File: config.mk
export PLATFORM = sky130hd
export DESIGN_NAME = adsr_envelope
export DESIGN_NICKNAME = d
export VERILOG_FILES = /design/src/rtl/adsr_pkg.sv /design/src/rtl/adsr_envelope.sv
export SDC_FILE = /design/constraint.sdc
export NUM_CORES = 1
export LEC_CHECK = 0
export ABC_AREA = 1
export ABC_CLOCK_PERIOD_IN_PS = 7300
export BUFFER_PORTS_ARGS = -buffer_cell sky130_fd_sc_hd__buf_2
export CORE_MARGIN = 3
export CORE_UTILIZATION = 65
export DETAILED_ROUTE_END_ITERATION = 8
export PLACE_DENSITY_LB_ADDON = 0.15
export SLEW_MARGIN = 40
export SYNTH_ARGS = -nofsm -noshare
export SYNTH_HDL_FRONTEND = slang
export SYNTH_SLANG_ARGS = --single-unit
File: constraint.sdc
create_clock -name clk -period 7.3 [get_ports clk]
set_input_delay 1.46 -clock clk [delete_from_list [all_inputs] [get_ports clk]]
set_output_delay 1.46 -clock clk [all_outputs]
set_load 0.02 [all_outputs]
File: src/rtl/adsr_pkg.sv
`default_nettype none
// ============================================================================
//  Module      : adsr_pkg
//  Description : Shared types, constants and helpers for the ADSR envelope
//                generator (state encoding, Q2.14 unity, sustain scaling).
//  Revision    : 1.0 - initial release
// ============================================================================
package adsr_pkg;

    // Envelope phases; the numeric values are visible on the state port.
    typedef enum logic [2:0] {
        IDLE    = 3'd0,
        ATTACK  = 3'd1,
        DECAY   = 3'd2,
        SUSTAIN = 3'd3,
        RELEASE = 3'd4
    } adsr_state_t;

    // Q2.14 representation of 1.0.
    localparam logic [15:0] ENV_ONE = 16'h4000;

    // Clamp a Q2.14 level to 1.0 and scale it into accumulator units.
    // The caller truncates the result to its own accumulator width.
    function automatic logic [63:0] to_acc(input logic [15:0] level,
                                           input int unsigned  shift);
        logic [15:0] lim;
        lim = (level > ENV_ONE) ? ENV_ONE : level;
        return 64'(lim) << shift;
    endfunction

endpackage
`default_nettype wire

File: src/rtl/adsr_envelope.sv
`default_nettype none
// ============================================================================
//  Module      : adsr_envelope
//  Description : Attack/decay/sustain/release envelope generator. Advances
//                once per sample tick, never wraps, and presents a registered
//                Q2.14 envelope with a one-clock valid pulse after each tick.
//  Revision    : 1.0 - initial release
// ============================================================================
module adsr_envelope
    import adsr_pkg::*;
#(
    parameter int ACC_W  = 30,
    parameter int STEP_W = 30
) (
    input  logic              clk,
    input  logic              reset_n,
    input  logic              en,
    input  logic              gate,
    input  logic [STEP_W-1:0] attack_step,
    input  logic [STEP_W-1:0] decay_step,
    input  logic [15:0]       sustain_level,
    input  logic [STEP_W-1:0] release_step,
    output logic [15:0]       env,
    output logic              env_valid,
    output logic [2:0]        state,
    output logic              busy
);

    // Working width wide enough that neither the attack sum nor any compare
    // between accumulator and step can overflow.
    localparam int WIDE = ((ACC_W > STEP_W) ? ACC_W : STEP_W) + 1;
    localparam logic [WIDE-1:0] c_peak = WIDE'(1) << (ACC_W - 2);

    adsr_state_t        state_q, state_d;
    logic [ACC_W-1:0]   acc_q, acc_d;
    logic               gate_q, gate_d;
    logic [15:0]        env_q;
    logic               env_valid_q;

    logic [ACC_W-1:0]   w_sus;
    logic [WIDE-1:0]    w_acc_x, w_sus_x, w_att_x, w_dec_x, w_rel_x, w_att_sum;
    logic               w_rise, w_fall;
    adsr_state_t        w_eff_state;

    assign w_sus     = ACC_W'(to_acc(sustain_level, ACC_W - 16));
    assign w_acc_x   = WIDE'(acc_q);
    assign w_sus_x   = WIDE'(w_sus);
    assign w_att_x   = WIDE'(attack_step);
    assign w_dec_x   = WIDE'(decay_step);
    assign w_rel_x   = WIDE'(release_step);
    assign w_att_sum = w_acc_x + w_att_x;

    assign w_rise = gate & ~gate_q;
    assign w_fall = ~gate & gate_q;

    // Gate edges redirect the phase before this tick's arithmetic, so a
    // retrigger or note-off takes effect on the very tick it is seen.
    always_comb begin
        w_eff_state = state_q;
        if (w_rise) begin
            w_eff_state = ATTACK;
        end else if (w_fall && (state_q == ATTACK || state_q == DECAY ||
                                state_q == SUSTAIN)) begin
            w_eff_state = RELEASE;
        end
    end

    // Next-state and saturating accumulator update, applied only on ticks.
    always_comb begin
        state_d = state_q;
        acc_d   = acc_q;
        gate_d  = gate_q;
        if (en) begin
            gate_d  = gate;
            state_d = w_eff_state;
            case (w_eff_state)
                IDLE: begin
                    acc_d = '0;
                end
                ATTACK: begin
                    if (w_att_sum >= c_peak) begin
                        acc_d   = ACC_W'(c_peak);
                        state_d = DECAY;
                    end else begin
                        acc_d = ACC_W'(w_att_sum);
                    end
                end
                DECAY: begin
                    // Subtraction below only happens once acc > SUS is known.
                    if (w_sus_x >= w_acc_x ||
                        (w_acc_x - w_sus_x) <= w_dec_x) begin
                        acc_d   = w_sus;
                        state_d = SUSTAIN;
                    end else begin
                        acc_d = ACC_W'(w_acc_x - w_dec_x);
                    end
                end
                SUSTAIN: begin
                    acc_d = w_sus;
                end
                RELEASE: begin
                    if (w_rel_x >= w_acc_x) begin
                        acc_d   = '0;
                        state_d = IDLE;
                    end else begin
                        acc_d = ACC_W'(w_acc_x - w_rel_x);
                    end
                end
                default: begin
                    acc_d   = '0;
                    state_d = IDLE;
                end
            endcase
        end
    end

    // State/accumulator registers plus the registered envelope output.
    always_ff @(posedge clk) begin
        if (!reset_n) begin
            state_q     <= IDLE;
            acc_q       <= '0;
            gate_q      <= 1'b0;
            env_q       <= 16'h0000;
            env_valid_q <= 1'b0;
        end else begin
            state_q     <= state_d;
            acc_q       <= acc_d;
            gate_q      <= gate_d;
            env_valid_q <= en;
            if (en) begin
                env_q <= acc_d[ACC_W-1 -: 16];
            end
        end
    end

    assign env       = env_q;
    assign env_valid = env_valid_q;
    assign state     = state_q;
    assign busy      = (state_q != IDLE);

endmodule
`default_nettype wire

Yosys cells after proc, flatten, opt, wreduce, memory -nomap -nowiden
Index checks and enable logic that the tools add are counted.
- bits in registers: 51
- input port bits: 110
- eq/ne operators: 7
- reductions and logical operators: 7
- mux-type cells: 12
- $add $sub $neg: 4
- bitwise gates (word level): 4
- order comparisons: 5
- operator list (kind ; number):
    30-bit 2-to-1 mux ; 4
    30-bit case mux with 4 select lines ; 1
    30-bit >= comparator ; 2
    30-bit subtractor ; 2
    30-bit by 30-bit adder with 31-bit output ; 1
    31-bit by 29-bit >= comparator with 1-bit output (second input constant) ; 1
    31-bit by 30-bit less-or-equal comparator with 1-bit output ; 1
    30-bit by 30-bit subtractor with 31-bit output ; 1
    16-bit by 15-bit > comparator with 1-bit output (second input constant) ; 1
    16-bit 2-to-1 mux ; 1
    3-bit 2-to-1 mux ; 5
    3-bit by 2-bit == test with 1-bit output (second input constant) ; 4
    3-bit case mux with 4 select lines ; 1
    3-bit by 1-bit == test with 1-bit output (second input constant) ; 2
    3-bit == test (second input constant) ; 1
    3-bit zero test ; 1
    1-bit logical OR ; 3
    3-bit nonzero test ; 1
    1-bit AND ; 2
    1-bit NOT ; 2
    2-bit OR reduction ; 1
    1-bit logical AND ; 1

Logic depth before layout (Yosys ltp)
- depth in word-level cells: 9
- depth in mapped cells: 30
- depth with buffers taken out: 29

Least setup slack after synthesis
OpenSTA, ideal clock, no wires.
- kind: input-to-reg
- from: in sustain_level[7]
- to: reg acc_q[25]
- cell stages on the path: 28
- library setup time: 132 ps
- data required time: 7168 ps
- arrival: 5088 ps
- path slack: 2080 ps
- cell sequence: nor4_1 nand4_1 nand2_1 clkbuf_1 nand2_1 ha_1 nand2_1 nor3_1 nor3b_2 a21oi_1 o21ai_0 nand3_1 nand2_1 nand2_1 nand2_1 xor2_1 ha_1 inv_1 o211ai_1 nor2_2 nand3_4 nand3_4 buf_6 nand2_2 nand3_1 nand2_1 nand2_1 a21oi_1
- word-level cells in the longest chain between the ends: 8
- RTL lines (what ; RTL line ; RTL):
    from (decl) ; adsr_envelope.sv:21 ; input logic [15:0] sustain_level,
    16-bit by 15-bit > comparator with 1-bit output ; adsr_pkg.sv:27 ; lim = (level > ENV_ONE) ? ENV_ONE : level;
    16-bit 2-to-1 mux * ; adsr_pkg.sv:27 ;
    30-bit by 30-bit subtractor with 31-bit output ; adsr_envelope.sv:91 ; (w_acc_x - w_sus_x) <= w_dec_x) begin
    31-bit by 30-bit less-or-equal comparator with 1-bit output ; adsr_envelope.sv:91 ;
    1-bit logical OR ; adsr_envelope.sv:90 ; if (w_sus_x >= w_acc_x ||
    30-bit 2-to-1 mux ; adsr_envelope.sv:90 ;
    30-bit case mux with 4 select lines * ; adsr_envelope.sv:76 ; case (w_eff_state)
    30-bit 2-to-1 mux * ; adsr_envelope.sv:73 ; if (en) begin
    to (signal assigned) ; adsr_envelope.sv:121 ; acc_q <= '0;
    to (signal assigned) ; adsr_envelope.sv:127 ; acc_q <= acc_d;
    to (decl) ; adsr_envelope.sv:35 ; logic [ACC_W-1:0] acc_q, acc_d;
Every way passes the cells marked *; elsewhere a longest branch is shown, timed or not.
A chain may end at the register's enable or synchronous reset.

Worst setup path in the final report
- from: in sustain_level[3]
- to: reg env_q[9] (netlist: env[9])
- word-level cells in the longest chain between the ends: 8
- RTL lines (what ; RTL line ; RTL):
    16-bit by 15-bit > comparator with 1-bit output ; adsr_pkg.sv:27 ;
    16-bit 2-to-1 mux * ; adsr_pkg.sv:27 ;
    30-bit by 30-bit subtractor with 31-bit output ; adsr_envelope.sv:91 ;
    31-bit by 30-bit less-or-equal comparator with 1-bit output ; adsr_envelope.sv:91 ;
    1-bit logical OR ; adsr_envelope.sv:90 ;
    30-bit 2-to-1 mux ; adsr_envelope.sv:90 ;
    30-bit case mux with 4 select lines * ; adsr_envelope.sv:76 ;
    30-bit 2-to-1 mux * ; adsr_envelope.sv:73 ;
    to (signal assigned) ; adsr_envelope.sv:131 ; env_q <= acc_d[ACC_W-1 -: 16];
    to (decl) ; adsr_envelope.sv:37 ; logic [15:0] env_q;
Marked as above.

==> flow_summary.ini <==
[run_status]
outcome = complete, no violations

[finish]
regArea_um2 = 1020
nets = 1983
layout-drive-gt1-share_pct = 10.6
syn_to_final_growth_pct = 9.45
diodes = 0
fillCellCount = 1304
multiInputGateArea_um2 = 7600

[power]
seqPwrFrac_pct = 29.3
p_sw_share_pct = 43.2
pwr-share-comb_pct = 48.5
pwr-share-clk_pct = 22.3
cellPowerDensity_nw_per_um2 = 99.0
power.internal_mw = 0.586
irDropWorstVdd_v = 0.0000750
power.net_switching_mw = 0.446
p_leak_nw = 5.70

[detailed_routing]
post-route-drc-count = 0
wl_per_cell_um = 18.2
via_count = 11900
dr_wl_met2_um = 15400
drt.antenna.violating_nets = 0
dr.pass1.iters = 6
drt-initial-drc-count = 1308
drt_wl_total_um = 35000
route.met3.wl_um = 4120
wl_met1_um = 13600
avgViaCountPerCell = 6.15
topRoutingLayerUsed = met4

[floorplan]
top_level_ports = 131
die_w_um = 127
start_util_pct = 67.5
die-height_um = 127
dieArea_um2 = 16100
core_area_um2 = 14100
row_count = 43

[logic_synthesis]
syn-num-nets = 1870
synth.top_cell.area_share_pct = 18.2
synth_area_um2 = 9520
avgSynthCellArea_um2 = 5.82
yosys_most_used_dff = dfxtp_1
synth.most_common_cell = nand2_1
ys_warn_count = 0
syn_inst = 1635
seq_area_frac_synth_pct = 10.7
synth-edff-count = 0
synth_seq_cells = 51
yosys.area.top_type = nand2_1
yosys.cell_types.count = 50
async_flop_share_pct = 0
netlist_top_cells_count = nand2_1 (462), inv_1 (198), a21oi_1 (184)
synth_area_leaders = nand2_1 (18%), ha_1 (16%), dfxtp_1 (11%)

[global_routing]
track_usage_pct = 41.8
grt_max_degree = 50
grt_pass1_wl_um = 54500
grt-ovfl-total = 0
grt_antenna_before_repair = 0
grt_pass1_vias = 10800

[timing]
setup_ws_ns = 1.08
hold_violations = 0
max_slew.worst_pin.slew_ns = 0.896
maxSlewHeadroom_pct = 40.2
maxSlewViolCount = 0
fin_skew_ns = 0.00648
fin_tns_setup_ns = 0
finalSetupViolCount = 0
layout_worst_path_cycle_share_pct = 85.2
rsz0062_at_grt = false
min_period_ns = 6.22
max_freq_mhz = 161

[clock_network]
numCtsBuffers = 5
cts_root_buffer = clkbuf_16
cts_setup_buffers = 0
cts_max_level = 2
clock-sinks = 51
cts_hold_buf = 0
post_cts_resize_count = 0
cts_buffer_depth = 2
cts_tree = yes
clock_latency_ns = 0.30
clkTransAtPathRegs_ns = 0.06

[min_path]
hp-start = env[12]
min_path_cells = 2
min_path_type = reg -> reg
min_to = env[12]

[critical_path]
path_max_fanout = 22
crit_type = in -> reg
cp.required_ns = 7.52
r2r_slack_ns = 3.01
cp-end-kind = flop
rr_startpoint = acc_q[16]
cp_data_arrival_time_ns = 6.44
critPathLaunchType = input pin
reg2reg_to = env[9]
reg2reg_depth = 23

[place]
portBuffers = 130
hpwlAfterDp_um = 29300
pre_cts_slack_ns = 0.956
gp_congestion = 1.04

[job]
drv_cap = 0
metrics by stage:
step	cell area, um2	hold slack [ns]	cells	util [%]	power (mW)
floorplan	9520	0.475	1635	-	0.641
global placement	10300	0.452	1921	72.9	0.775
detailed placement	10300	0.452	1921	72.9	0.786
CTS	10400	0.462	1928	73.9	1.01
global route	10400	0.483	1928	73.9	1.09
finish	10400	0.460	1928	73.9	1.03
sequential cells by signal (all words and copies together) (netlist names):
name and cells:
state 3, env_valid 1, env 16, acc_q 30, gate_q 1
critical path, cell delays in order:
cell and delay (ns):
buf_2 0.11, nor4_1 0.28, nand4_1 0.11, nand2_1 0.46, nand2_1 0.32, ha_1 0.48, a21oi_1 0.11, o21ai_0 0.29
nand2_1 0.11, nand2_1 0.10, a21oi_1 0.07, o21ai_0 0.29, nand3_1 0.13, nand2_1 0.12, nand2_1 0.06, nand2_1 0.07
xor2_1 0.07, ha_1 0.33, nand3_2 0.12, nor2_4 0.13, nand3_2 0.12, nand3_4 0.18, nand4_4 0.20, inv_2 0.29
nand2_1 0.10, nand3_1 0.10, nand2_1 0.07, a21oi_1 0.17
cells by family after synthesis:
group,Yosys count,share of synthesized area [%]
simple gates,837,38.1
compound gates,319,18.3
flops,51,10.7
other cells,1,0.0394
fa+ha+maj,125,16.7
xor+xnor,73,6.71
buf+inv,229,9.41
cell usage in the layout, fill, tap and decap left out, types with 15 or more instances in the layout:
cell type  netlist  routed
a21oi_1        184     184
buf_2            8     130
dfxtp_1         51      51
ha_1           121     121
inv_1          198     198
nand2_1        462     462
nand3_1        107     107
nand4_1         44      44
nor2_1         156     156
nor3_1          15      15
o21ai_0         72      72
xnor2_1         27      27
xor2_1          46      46
how the worst max path moves through the flow:
stage | to | from | cells after the start | slack [ns]
2_1_floorplan | acc_q[25] | sustain_level[7] | 28 | 2.08
3_3_place_gp | env[0] | sustain_level[7] | 27 | 1.11
3_5_place_dp | acc_q[1] | sustain_level[15] | 27 | 0.96
4_1_cts | env[9] | sustain_level[15] | 27 | 1.23
5_1_grt | env[9] | sustain_level[15] | 28 | 0.54
6_report | env[9] | sustain_level[3] | 28 | 1.08
power groups by stage:
stage	registers (mW)	clock network, mW	logic, mW
after floorplan	0.303	0	0.338
after global placement	0.306	0	0.469
after detailed placement	0.307	0	0.480
after CTS	0.300	0.227	0.483
after global routing	0.302	0.238	0.547
final	0.302	0.230	0.500
layer usage:
metal | up-vias | global-route usage [%]
met3 | 160 | 5.98
met4 | 0 | 18.7
li1 | 5666 | -
met1 | 5232 | 54.9
met2 | 802 | 68.0
met5 | - | 0
cell type report:
class,count,share of cell area [%]
Multi-Input combinational cell,1355,73.0
Clock inverter,2,0.132
Clock buffer,5,1.20
Timing Repair Buffer,133,6.46
Sequential cell,51,9.80
Inverter,202,7.28
Tap cell,180,2.16
Power figures use the tool's default switching activity.
